`config.mk`:
```
export PLATFORM = sky130hd
export DESIGN_NAME = traffic_phaser_flat
export DESIGN_NICKNAME = d
export VERILOG_FILES = /design/src/rtl/traffic_phaser_if.sv /design/src/rtl/traffic_phaser.sv /design/src/flat_wrapper.sv
export SDC_FILE = /design/constraint.sdc
export NUM_CORES = 1
export LEC_CHECK = 0
export CORE_UTILIZATION = 40
export CTS_BUF_LIST = sky130_fd_sc_hd__clkbuf_8
export DETAILED_ROUTE_END_ITERATION = 10
export GPL_ROUTABILITY_DRIVEN = 0
export GPL_TIMING_DRIVEN = 0
export PLACE_DENSITY = 0.68
export SLEW_MARGIN = 40
export SYNTH_ARGS = -nofsm -noshare
export SYNTH_HDL_FRONTEND = slang
export SYNTH_SLANG_ARGS = --single-unit
```
`constraint.sdc`:
```
create_clock -name clock -period 1.7 [get_ports clock]
set_input_delay 0.34 -clock clock [delete_from_list [all_inputs] [get_ports clock]]
set_output_delay 0.34 -clock clock [all_outputs]
set_load 0.01 [all_outputs]
```
`src/rtl/traffic_phaser_if.sv`:
```
// Signal bundle for traffic_phaser.
//   run     : 1 = sequence advances, 0 = state and timer frozen
//   ped_req : level pedestrian request
//   light   : per-way lamp code {R,G,Y}, way k in light[k]
//   way     : index of the current or last-served way
//   walk    : high throughout the pedestrian walk phase
//   ped_ack : one-cycle pulse in the first walk cycle
// master = controller side (drives run/ped_req), slave = the phaser.
interface traffic_phaser_if #(
  parameter int NUM_WAYS = 4
);
  localparam int WAY_W = (NUM_WAYS > 2) ? $clog2(NUM_WAYS) : 1;

  logic                     run;
  logic                     ped_req;
  logic [NUM_WAYS-1:0][2:0] light;
  logic [WAY_W-1:0]         way;
  logic                     walk;
  logic                     ped_ack;

  modport master (output run, ped_req, input light, way, walk, ped_ack);
  modport slave  (input run, ped_req, output light, way, walk, ped_ack);
endinterface

```
`src/rtl/traffic_phaser.sv`:
```
// Traffic light phaser: cycles ALLRED -> GREEN -> YELLOW -> (WALK) -> ALLRED
// over NUM_WAYS approaches, one way at a time.
//   clock   : system clock, rising edge
//   reset_n : asynchronous active-low reset
//   bus     : traffic_phaser_if.slave (run, ped_req in; light, way, walk, ped_ack out)
// Lamps are decoded from registered state/way only, so no input reaches an
// output combinationally and reset blanks every way to red immediately.

// Per-way lamp decoder.
module traffic_phaser_lamp (
  input  logic       grn,
  input  logic       yel,
  output logic [2:0] code
);
  always_comb begin
    code = 3'b100;
    if (grn)      code = 3'b010;
    else if (yel) code = 3'b001;
  end
endmodule

module traffic_phaser #(
  parameter int NUM_WAYS = 4,
  parameter int GREEN_T  = 8,
  parameter int YELLOW_T = 3,
  parameter int ALLRED_T = 1,
  parameter int WALK_T   = 6,
  parameter int CNT_W    = 8
) (
  input logic              clock,
  input logic              reset_n,
  traffic_phaser_if.slave  bus
);
  localparam int WAY_W = (NUM_WAYS > 2) ? $clog2(NUM_WAYS) : 1;

  // Timer reload values: a state lasting T cycles counts T-1 down to 0.
  localparam logic [CNT_W-1:0] LD_AR = CNT_W'(ALLRED_T - 1);
  localparam logic [CNT_W-1:0] LD_GR = CNT_W'(GREEN_T - 1);
  localparam logic [CNT_W-1:0] LD_YE = CNT_W'(YELLOW_T - 1);
  localparam logic [CNT_W-1:0] LD_WK = CNT_W'(WALK_T - 1);
  localparam logic [WAY_W-1:0] LAST  = WAY_W'(NUM_WAYS - 1);

  typedef enum logic [1:0] {ALLRED, GREEN, YELLOW, WALK} state_t;

  state_t           state;
  logic [CNT_W-1:0] timer;
  logic [WAY_W-1:0] way;
  logic             pend;
  logic             ack;
  logic             walk_q;
  logic [WAY_W-1:0] nxt_way;

  assign nxt_way = (way == LAST) ? '0 : way + 1'b1;

  always_ff @(posedge clock or negedge reset_n) begin
    if (!reset_n) begin
      state  <= ALLRED;
      timer  <= LD_AR;
      way    <= '0;
      pend   <= 1'b0;
      ack    <= 1'b0;
      walk_q <= 1'b0;
    end else begin
      ack <= 1'b0;
      // Requests latch even while frozen; WALK entry below overrides this.
      if (bus.ped_req && state != WALK) pend <= 1'b1;
      if (bus.run && timer == '0) begin
        case (state)
          ALLRED: begin
            state <= GREEN;
            timer <= LD_GR;
          end
          GREEN: begin
            state <= YELLOW;
            timer <= LD_YE;
          end
          YELLOW: begin
            // A request arriving in the final yellow cycle still gets served.
            if (pend || bus.ped_req) begin
              state  <= WALK;
              timer  <= LD_WK;
              pend   <= 1'b0;
              ack    <= 1'b1;
              walk_q <= 1'b1;
            end else begin
              state <= ALLRED;
              timer <= LD_AR;
              way   <= nxt_way;
            end
          end
          default: begin
            state  <= ALLRED;
            timer  <= LD_AR;
            way    <= nxt_way;
            walk_q <= 1'b0;
          end
        endcase
      end else if (bus.run) begin
        timer <= timer - 1'b1;
      end
    end
  end

  assign bus.way     = way;
  assign bus.walk    = walk_q;
  assign bus.ped_ack = ack;

  for (genvar k = 0; k < NUM_WAYS; k++) begin : g_lamp
    localparam logic [WAY_W-1:0] K = WAY_W'(k);
    traffic_phaser_lamp u_lamp (
      .grn  (state == GREEN  && way == K),
      .yel  (state == YELLOW && way == K),
      .code (bus.light[k])
    );
  end
endmodule

```
`src/flat_wrapper.sv`:
```
// flat-port wrapper written by rule: the top's interface ports become plain ports
module traffic_phaser_flat 
#(
  parameter int NUM_WAYS = 4,
  parameter int GREEN_T  = 8,
  parameter int YELLOW_T = 3,
  parameter int ALLRED_T = 1,
  parameter int WALK_T   = 6,
  parameter int CNT_W    = 8
)
  (clock, reset_n, bus_run, bus_ped_req, bus_light, bus_way, bus_walk, bus_ped_ack);
  traffic_phaser_if #(.NUM_WAYS(NUM_WAYS)) bus_i ();
  input logic clock;
  input logic reset_n;
  input wire logic [$bits(bus_i.run)-1:0] bus_run;
  input wire logic [$bits(bus_i.ped_req)-1:0] bus_ped_req;
  output wire logic [$bits(bus_i.light)-1:0] bus_light;
  output wire logic [$bits(bus_i.way)-1:0] bus_way;
  output wire logic [$bits(bus_i.walk)-1:0] bus_walk;
  output wire logic [$bits(bus_i.ped_ack)-1:0] bus_ped_ack;
  assign bus_i.run = bus_run;
  assign bus_i.ped_req = bus_ped_req;
  assign bus_light = bus_i.light;
  assign bus_way = bus_i.way;
  assign bus_walk = bus_i.walk;
  assign bus_ped_ack = bus_i.ped_ack;
  traffic_phaser #(.NUM_WAYS(NUM_WAYS), .GREEN_T(GREEN_T), .YELLOW_T(YELLOW_T), .ALLRED_T(ALLRED_T), .WALK_T(WALK_T), .CNT_W(CNT_W)) u_core (.clock(clock), .reset_n(reset_n), .bus(bus_i));
endmodule
```
==> results.json, run 1 <==
{
  "diodes": 0,
  "ant_nets": 0,
  "p_seq_share_pct": 33.2,
  "clkSinkCount": 15,
  "syn-num-nets": 107,
  "power.internal_mw": 1.18,
  "drt_iter0_drc": 15,
  "rr_endpoint": "u_core.timer[7]$_DFFE_PN0P_",
  "hp-class": "in2async",
  "critical-path-top-delay-family": "simple AND/OR/NAND/NOR gates",
  "p_comb_share_pct": 51.5,
  "cts.path.max_buffers": 2,
  "async_reset_ff_share_pct": 100,
  "totalWireLength_mm": 2.47,
  "synth_area_um2": 958,
  "htreeDepth": 1,
  "clock_latency_ns": 0.25,
  "synth_ff_type": "dfrtp_1",
  "pre_cts_slack_ns": -0.542,
  "ys_ff_latch": 15,
  "place_area_um2": 1180,
  "fp.dieW_um": 51.0,
  "total_leakage_power_nw": 0.669,
  "finalCritPeriodShare_pct": 99.4,
  "cp_max_fo": 5,
  "r2r_setup_slack_ns": 0.01,
  "maxCapViolCount": 0,
  "hold_buffers": 0,
  "min_period_ns": 1.69,
  "design.die.area_um2": 2600,
  "dp_hpwl_mm": 1.51,
  "slew_headroom_pct": 53.3,
  "ios": 20,
  "finClkSkew_ns": 0.00409,
  "cts_tree": "yes",
  "core_area_um2": 2230,
  "setup_slack_ns": 0.0100,
  "track_usage_pct": 19.9,
  "numCtsBuffers": 3,
  "tightest_slew_ns": 0.698,
  "yosysWarnings": 0,
  "powerDensity_nw_per_um2": 1290,
  "synth.distinct_cells": 39,
  "path_buf_inv": 0,
  "synth.largest_area_cell": "dfrtp_1",
  "stdcell_area_um2": 1480,
  "dr.pass1.iters": 4,
  "reg2regPathDepth": 3,
  "synth_area_per_cell_um2": 9.78,
  "cp_data_required_time_ns": 1.83,
  "portBuffers": 19,
  "die_h_um": 51.0,
  "synth.top_cell.area_share_pct": 39.2,
  "reg2reg_from": "u_core.timer[1]$_DFFE_PN0P_",
  "grt_pass1_vias": 829,
  "rows": 17,
  "clk_pin_slew_ns": 0.06,
  "layout-drive-gt1-share_pct": 49.6,
  "syn2layout_area_growth_pct": 54.2,
  "grt_overflow": 0,
  "final_hold_viol_count": 0,
  "synthCells": 98,
  "grt_pass1_wl_mm": 3.81,
  "p_switching_mw": 0.726,
  "rsz0062_at_grt": "true",
  "layout_common_cells": "14 x buf_4, 12 x dfrtp_1, 10 x buf_6, 8 x nand2_1, 7 x buf_2",
  "ys_seq_area_share_pct": 39.2,
  "critPathCaptureType": "flop",
  "synth_edf_count": 0,
  "status": "finished, final reports clean",
  "grt_max_degree": 16,
  "cp.arrival_ns": 1.82,
  "critPathKind": "reg2reg",
  "dr_total_vias": 890,
  "critPathMaxStageDelay_ns": 0.60,
  "wl_per_cell_um": 15.1,
  "startpoint_type": "flop",
  "max_freq_mhz": 592,
  "dp.cells": 145,
  "setup_viol": 0,
  "antenna_found_initial": 0,
  "final_nets": 145,
  "switching_share_pct": 38.0,
  "final_max_slew_viol_count": 0,
  "vias_per_cell": 5.46,
  "layoutNonFillerInstCount": 163,
  "initial_core_util_pct": 42.9,
  "pwr-share-clk_pct": 15.2,
  "crit_path_cell_trace": "or4b_4 -> nor4b_4 -> mux2_4",
  "crit_path_top_delay_cell": "or4b_4",
  "layout_commonest_cell": "buf_4",
  "cts-root-buf": "clkbuf_8",
  "ys_top_cells_by_area": "dfrtp_1 39%, ha_1 6.5%, and2_1 5.2%",
  "fill_cells": 176,
  "peakVddDrop_mv": 0.912,
  "route.detailed.drc": 0
}
-- power groups by stage --
| stage | registers (mW) | clock network (mW) | logic, mW |
|---|---|---|---|
| after floorplan | 0.595 | 0 | 0.479 |
| after global placement | 0.611 | 0 | 0.685 |
| after detailed placement | 0.624 | 0 | 0.705 |
| after CTS | 0.622 | 0.300 | 0.906 |
| after global routing | 0.648 | 0.320 | 1.06 |
| final | 0.635 | 0.291 | 0.985 |
-- area by class of cell --
cell class              instances  area, um2  area share (%)
well taps                      28       35.0            2.37
repair buffers                 36        302            20.4
clock buffers                   3       41.3            2.79
plain buffers                   4       35.0            2.37
clock inverters                 1       5.00           0.339
flip-flops and latches         15        379            25.7
inverters                       5       26.3            1.78
multi-input cells              71        654            44.3
-- cell families (layout without fill, tap and decap cells) --
family | Yosys count | after routing | share of synthesized area (%)
adder cells (fa/ha/maj) | 5 | 5 | 6.53
flip-flops | 15 | 15 | 39.2
buffers and inverters | 12 | 49 | 6.40
XOR/XNOR | 1 | 1 | 0.914
AND/OR/NAND/NOR | 41 | 41 | 27.9
multiplexers | 4 | 4 | 4.70
AO/OA/AOI/OAI | 20 | 20 | 14.4
-- flip-flops by register name, indices dropped and copies added, names as in the netlist --
| signal | cells |
|---|---|
| u_core.bus.ped_ack | 1 |
| u_core.bus.way | 2 |
| u_core.timer | 8 |
| u_core.state | 2 |
| u_core.pend | 1 |
| u_core.bus.walk | 1 |
-- stage by stage --
step | setup TNS [ns] | util [%] | hold WS [ns] | power [mW]
2_1_floorplan | 0 | - | 0.0444 | 1.07
3_3_place_gp | -7.58 | 53.0 | 0.530 | 1.30
3_5_place_dp | -8.22 | 53.0 | 0.534 | 1.33
4_1_cts | -0.102 | 62.6 | 0.531 | 1.83
5_1_grt | -0.140 | 66.2 | 0.560 | 2.03
6_report | 0 | 66.2 | 0.513 | 1.91
-- synthesized netlist by cell type (2+ instances only) --
cell type and count:
dfrtp_1 15, o21ai_0 3, nor2_1 6, clkbuf_1 2
inv_1 5, mux2_2 4, nor2b_1 4, ha_1 5
a21o_1 2, nand2_1 8, a31oi_1 2, a21oi_1 4
and2_1 8, or2_2 2, buf_4 4
-- metal layers --
layer  part of all wire (%)  wire length (um)  global-route usage, %
met3                    3.6                89                   2.98
met4                   0.57                14                   6.94
met1                     43              1070                   25.0
met5                      0                 0                      0
met2                     53              1300                   34.2
-- worst max-delay path by stage --
stage / from / cells after the start / to / slack [ns]
after detailed placement: bus_run / 4 / u_core.timer[7]$_DFFE_PN0P_ / -0.54
final: u_core.timer[1]$_DFFE_PN0P_ / 3 / u_core.timer[7]$_DFFE_PN0P_ / 0.01
after global placement: bus_run / 4 / u_core.timer[7]$_DFFE_PN0P_ / -0.51
after floorplan: u_core.timer[0]$_DFFE_PN0P_ / 6 / u_core.bus.way[0]$_DFFE_PN0P_ / 0.03
after global routing: u_core.bus.way[1]$_DFFE_PN0P_ / 6 / bus_light[4] / -0.05
after CTS: u_core.bus.way[1]$_DFFE_PN0P_ / 6 / bus_light[7] / -0.09
-- what timing repair did --
action | in CTS | in global routing
hold endpoints to repair | 0 | 0
setup endpoints to repair | 21 | 15
pin swaps | 2 | 5
resized for setup | 69 | 26
setup buffers | 16 | 2
(Power assumes the default switching activity.)
==> inputs of run 2 (changes only) <==
ABC_CLOCK_PERIOD_IN_PS = 1700   (was unset)
CORE_MARGIN = 1.5   (was unset)
MAX_ROUTING_LAYER = met4   (was unset)
==> run 2 against run 1 <==
Worst hold slack lost 0.0042 ns. Largest power group unchanged. Cell count decreased by 1.2%. Die area increased by 4.0%. Sequential cell count unchanged. Clock skew fell by 0.0013 ns. Routed wire length fell by 7.1%.
==> results.json, run 2 (synthesis results as in run 1) <==
{
  "ant_nets": 0,
  "switching_share_pct": 37.9,
  "grt_pass1_wl_mm": 3.54,
  "peakVddDrop_mv": 0.828,
  "largest_reg_flops": 8,
  "totalWireLength_mm": 2.29,
  "critPathKind": "reg2reg",
  "critPathMaxStageDelay_ns": 0.55,
  "diodes": 0,
  "min_period_ns": 1.67,
  "rsz0062_at_grt": "true",
  "hp-class": "in2async",
  "setup_viol": 0,
  "ios": 20,
  "tightest_slew_ns": 0.683,
  "p_comb_share_pct": 50.6,
  "layout_common_cells": "17 x buf_4, 13 x dfrtp_1, 8 x nand2_1, 7 x buf_2",
  "syn2layout_area_growth_pct": 50.3,
  "cts.path.max_buffers": 2,
  "powerDensity_nw_per_um2": 1300,
  "dr.pass1.iters": 4,
  "largest-register": "u_core.timer",
  "status": "finished, final reports clean",
  "crit_path_top_delay_cell": "or4b_4",
  "maxCapViolCount": 0,
  "finalCritPeriodShare_pct": 98.5,
  "p_seq_share_pct": 34.6,
  "portBuffers": 19,
  "path_buf_inv": 0,
  "stdcell_area_um2": 1440,
  "crit_path_cell_trace": "or4b_4 -> nor4b_4 -> mux2_4",
  "cp_data_required_time_ns": 1.83,
  "total_leakage_power_nw": 0.666,
  "grt_pass1_vias": 818,
  "cp_max_fo": 5,
  "vias_per_cell": 5.28,
  "numCtsBuffers": 3,
  "reg_top3": "u_core.timer: 8 flops, u_core.bus.way: 2 flops, u_core.state: 2 flops",
  "critical-path-top-delay-family": "simple AND/OR/NAND/NOR gates",
  "track_usage_pct": 18.1,
  "finClkSkew_ns": 0.00277,
  "fp.dieW_um": 52.0,
  "place_area_um2": 1180,
  "initial_core_util_pct": 42.9,
  "route.detailed.drc": 0,
  "cts_tree": "yes",
  "max_freq_mhz": 597,
  "grt_overflow": 0,
  "core_area_um2": 2230,
  "clk_pin_slew_ns": 0.06,
  "layout-drive-gt1-share_pct": 46.6,
  "critPathCaptureType": "flop",
  "die_h_um": 52.0,
  "p_switching_mw": 0.710,
  "power.internal_mw": 1.16,
  "slew_headroom_pct": 54.3,
  "final_hold_viol_count": 0,
  "cp.arrival_ns": 1.80,
  "layout_commonest_cell": "buf_4",
  "final_max_slew_viol_count": 0,
  "clock_latency_ns": 0.24,
  "antenna_found_initial": 0,
  "design.die.area_um2": 2700,
  "utilization_pct": 64.5,
  "clkSinkCount": 15,
  "drt_iter0_drc": 18,
  "rows": 17,
  "cts-root-buf": "clkbuf_8",
  "finalHoldWorstSlack_ns": 0.509,
  "startpoint_type": "flop",
  "htreeDepth": 1,
  "wl_per_cell_um": 14.2,
  "pwr-share-clk_pct": 14.8,
  "grt_max_degree": 16,
  "dr_total_vias": 850,
  "dp_hpwl_mm": 1.42,
  "final_nets": 143
}
run 2: changes by cell type in the layout (fill, tap and decap cells not counted), sizes merged:
cell / change
clkinv: -1
clkdlybuf4s50: -1
buf: -2
inv: +1
dlygate4sd2: +1
run 2: metrics by stage:
| stage | worst slack (ns) | total power, mW | setup TNS [ns] | std cells |
|---|---|---|---|---|
| floorplan | 0.0325 | 1.07 | 0 | 98 |
| global placement | -0.512 | 1.30 | -7.52 | 145 |
| global route | -0.0251 | 2.00 | -0.117 | 161 |
| finish | 0.0263 | 1.87 | 0 | 161 |
| detailed placement | -0.515 | 1.32 | -8.00 | 145 |
| CTS | -0.0960 | 1.70 | -0.204 | 159 |
run 2: routing by layer:
| layer | GRT usage, % | vias up | part of all wire (%) |
|---|---|---|---|
| met5 | - | - | 0 |
| met4 | 5.70 | 0 | 0.65 |
| met3 | 1.72 | 2 | 4.5 |
| met2 | 34.4 | 26 | 49 |
| met1 | 19.6 | 406 | 45 |
| li1 | - | 416 | - |
run 2: path summary, 6_finish.rpt:
check / from / endpoint / slack, ns / cells past startpoint
max in group asynchronous: reset_n / u_core.state[1]$_DFFE_PN0P_ / 0.71 / 1
worst min-delay path: reset_n / u_core.timer[2]$_DFFE_PN0P_ / 0.51 / 1
worst min register to register: u_core.bus.walk$_DFFE_PN0P_ / u_core.bus.walk$_DFFE_PN0P_ / 0.57 / 1
worst max-delay path: u_core.timer[2]$_DFFE_PN0P_ / u_core.timer[7]$_DFFE_PN0P_ / 0.03 / 3
min in group clock: bus_run / u_core.timer[1]$_DFFE_PN0P_ / 0.51 / 2
worst max register to register: u_core.timer[2]$_DFFE_PN0P_ / u_core.timer[7]$_DFFE_PN0P_ / 0.03 / 3
run 2: area by class of cell:
class	count	area, um2
clock inverter	1	3.75
clock buffer	3	41.3
inverter	5	21.3
multi-input combinational	71	661
timing repair buffer	34	273
fill	187	793
tap	28	35.0
buffer	4	27.5
sequential	15	378
run 2: repair_timing:
item                       CTS  global route
setup endpoints to repair   20            17
setup buffers               11             4
pin swaps                    3             6
hold buffers                 0             0
resized for setup           55            30
run 2: power groups by stage:
stage               logic [mW]  registers (mW)  clock network, mW
CTS                      0.793           0.622              0.282
detailed placement       0.698           0.619                  0
global placement         0.687           0.612                  0
floorplan                0.479           0.595                  0
finish                   0.949           0.648              0.277
global route              1.03           0.667              0.306
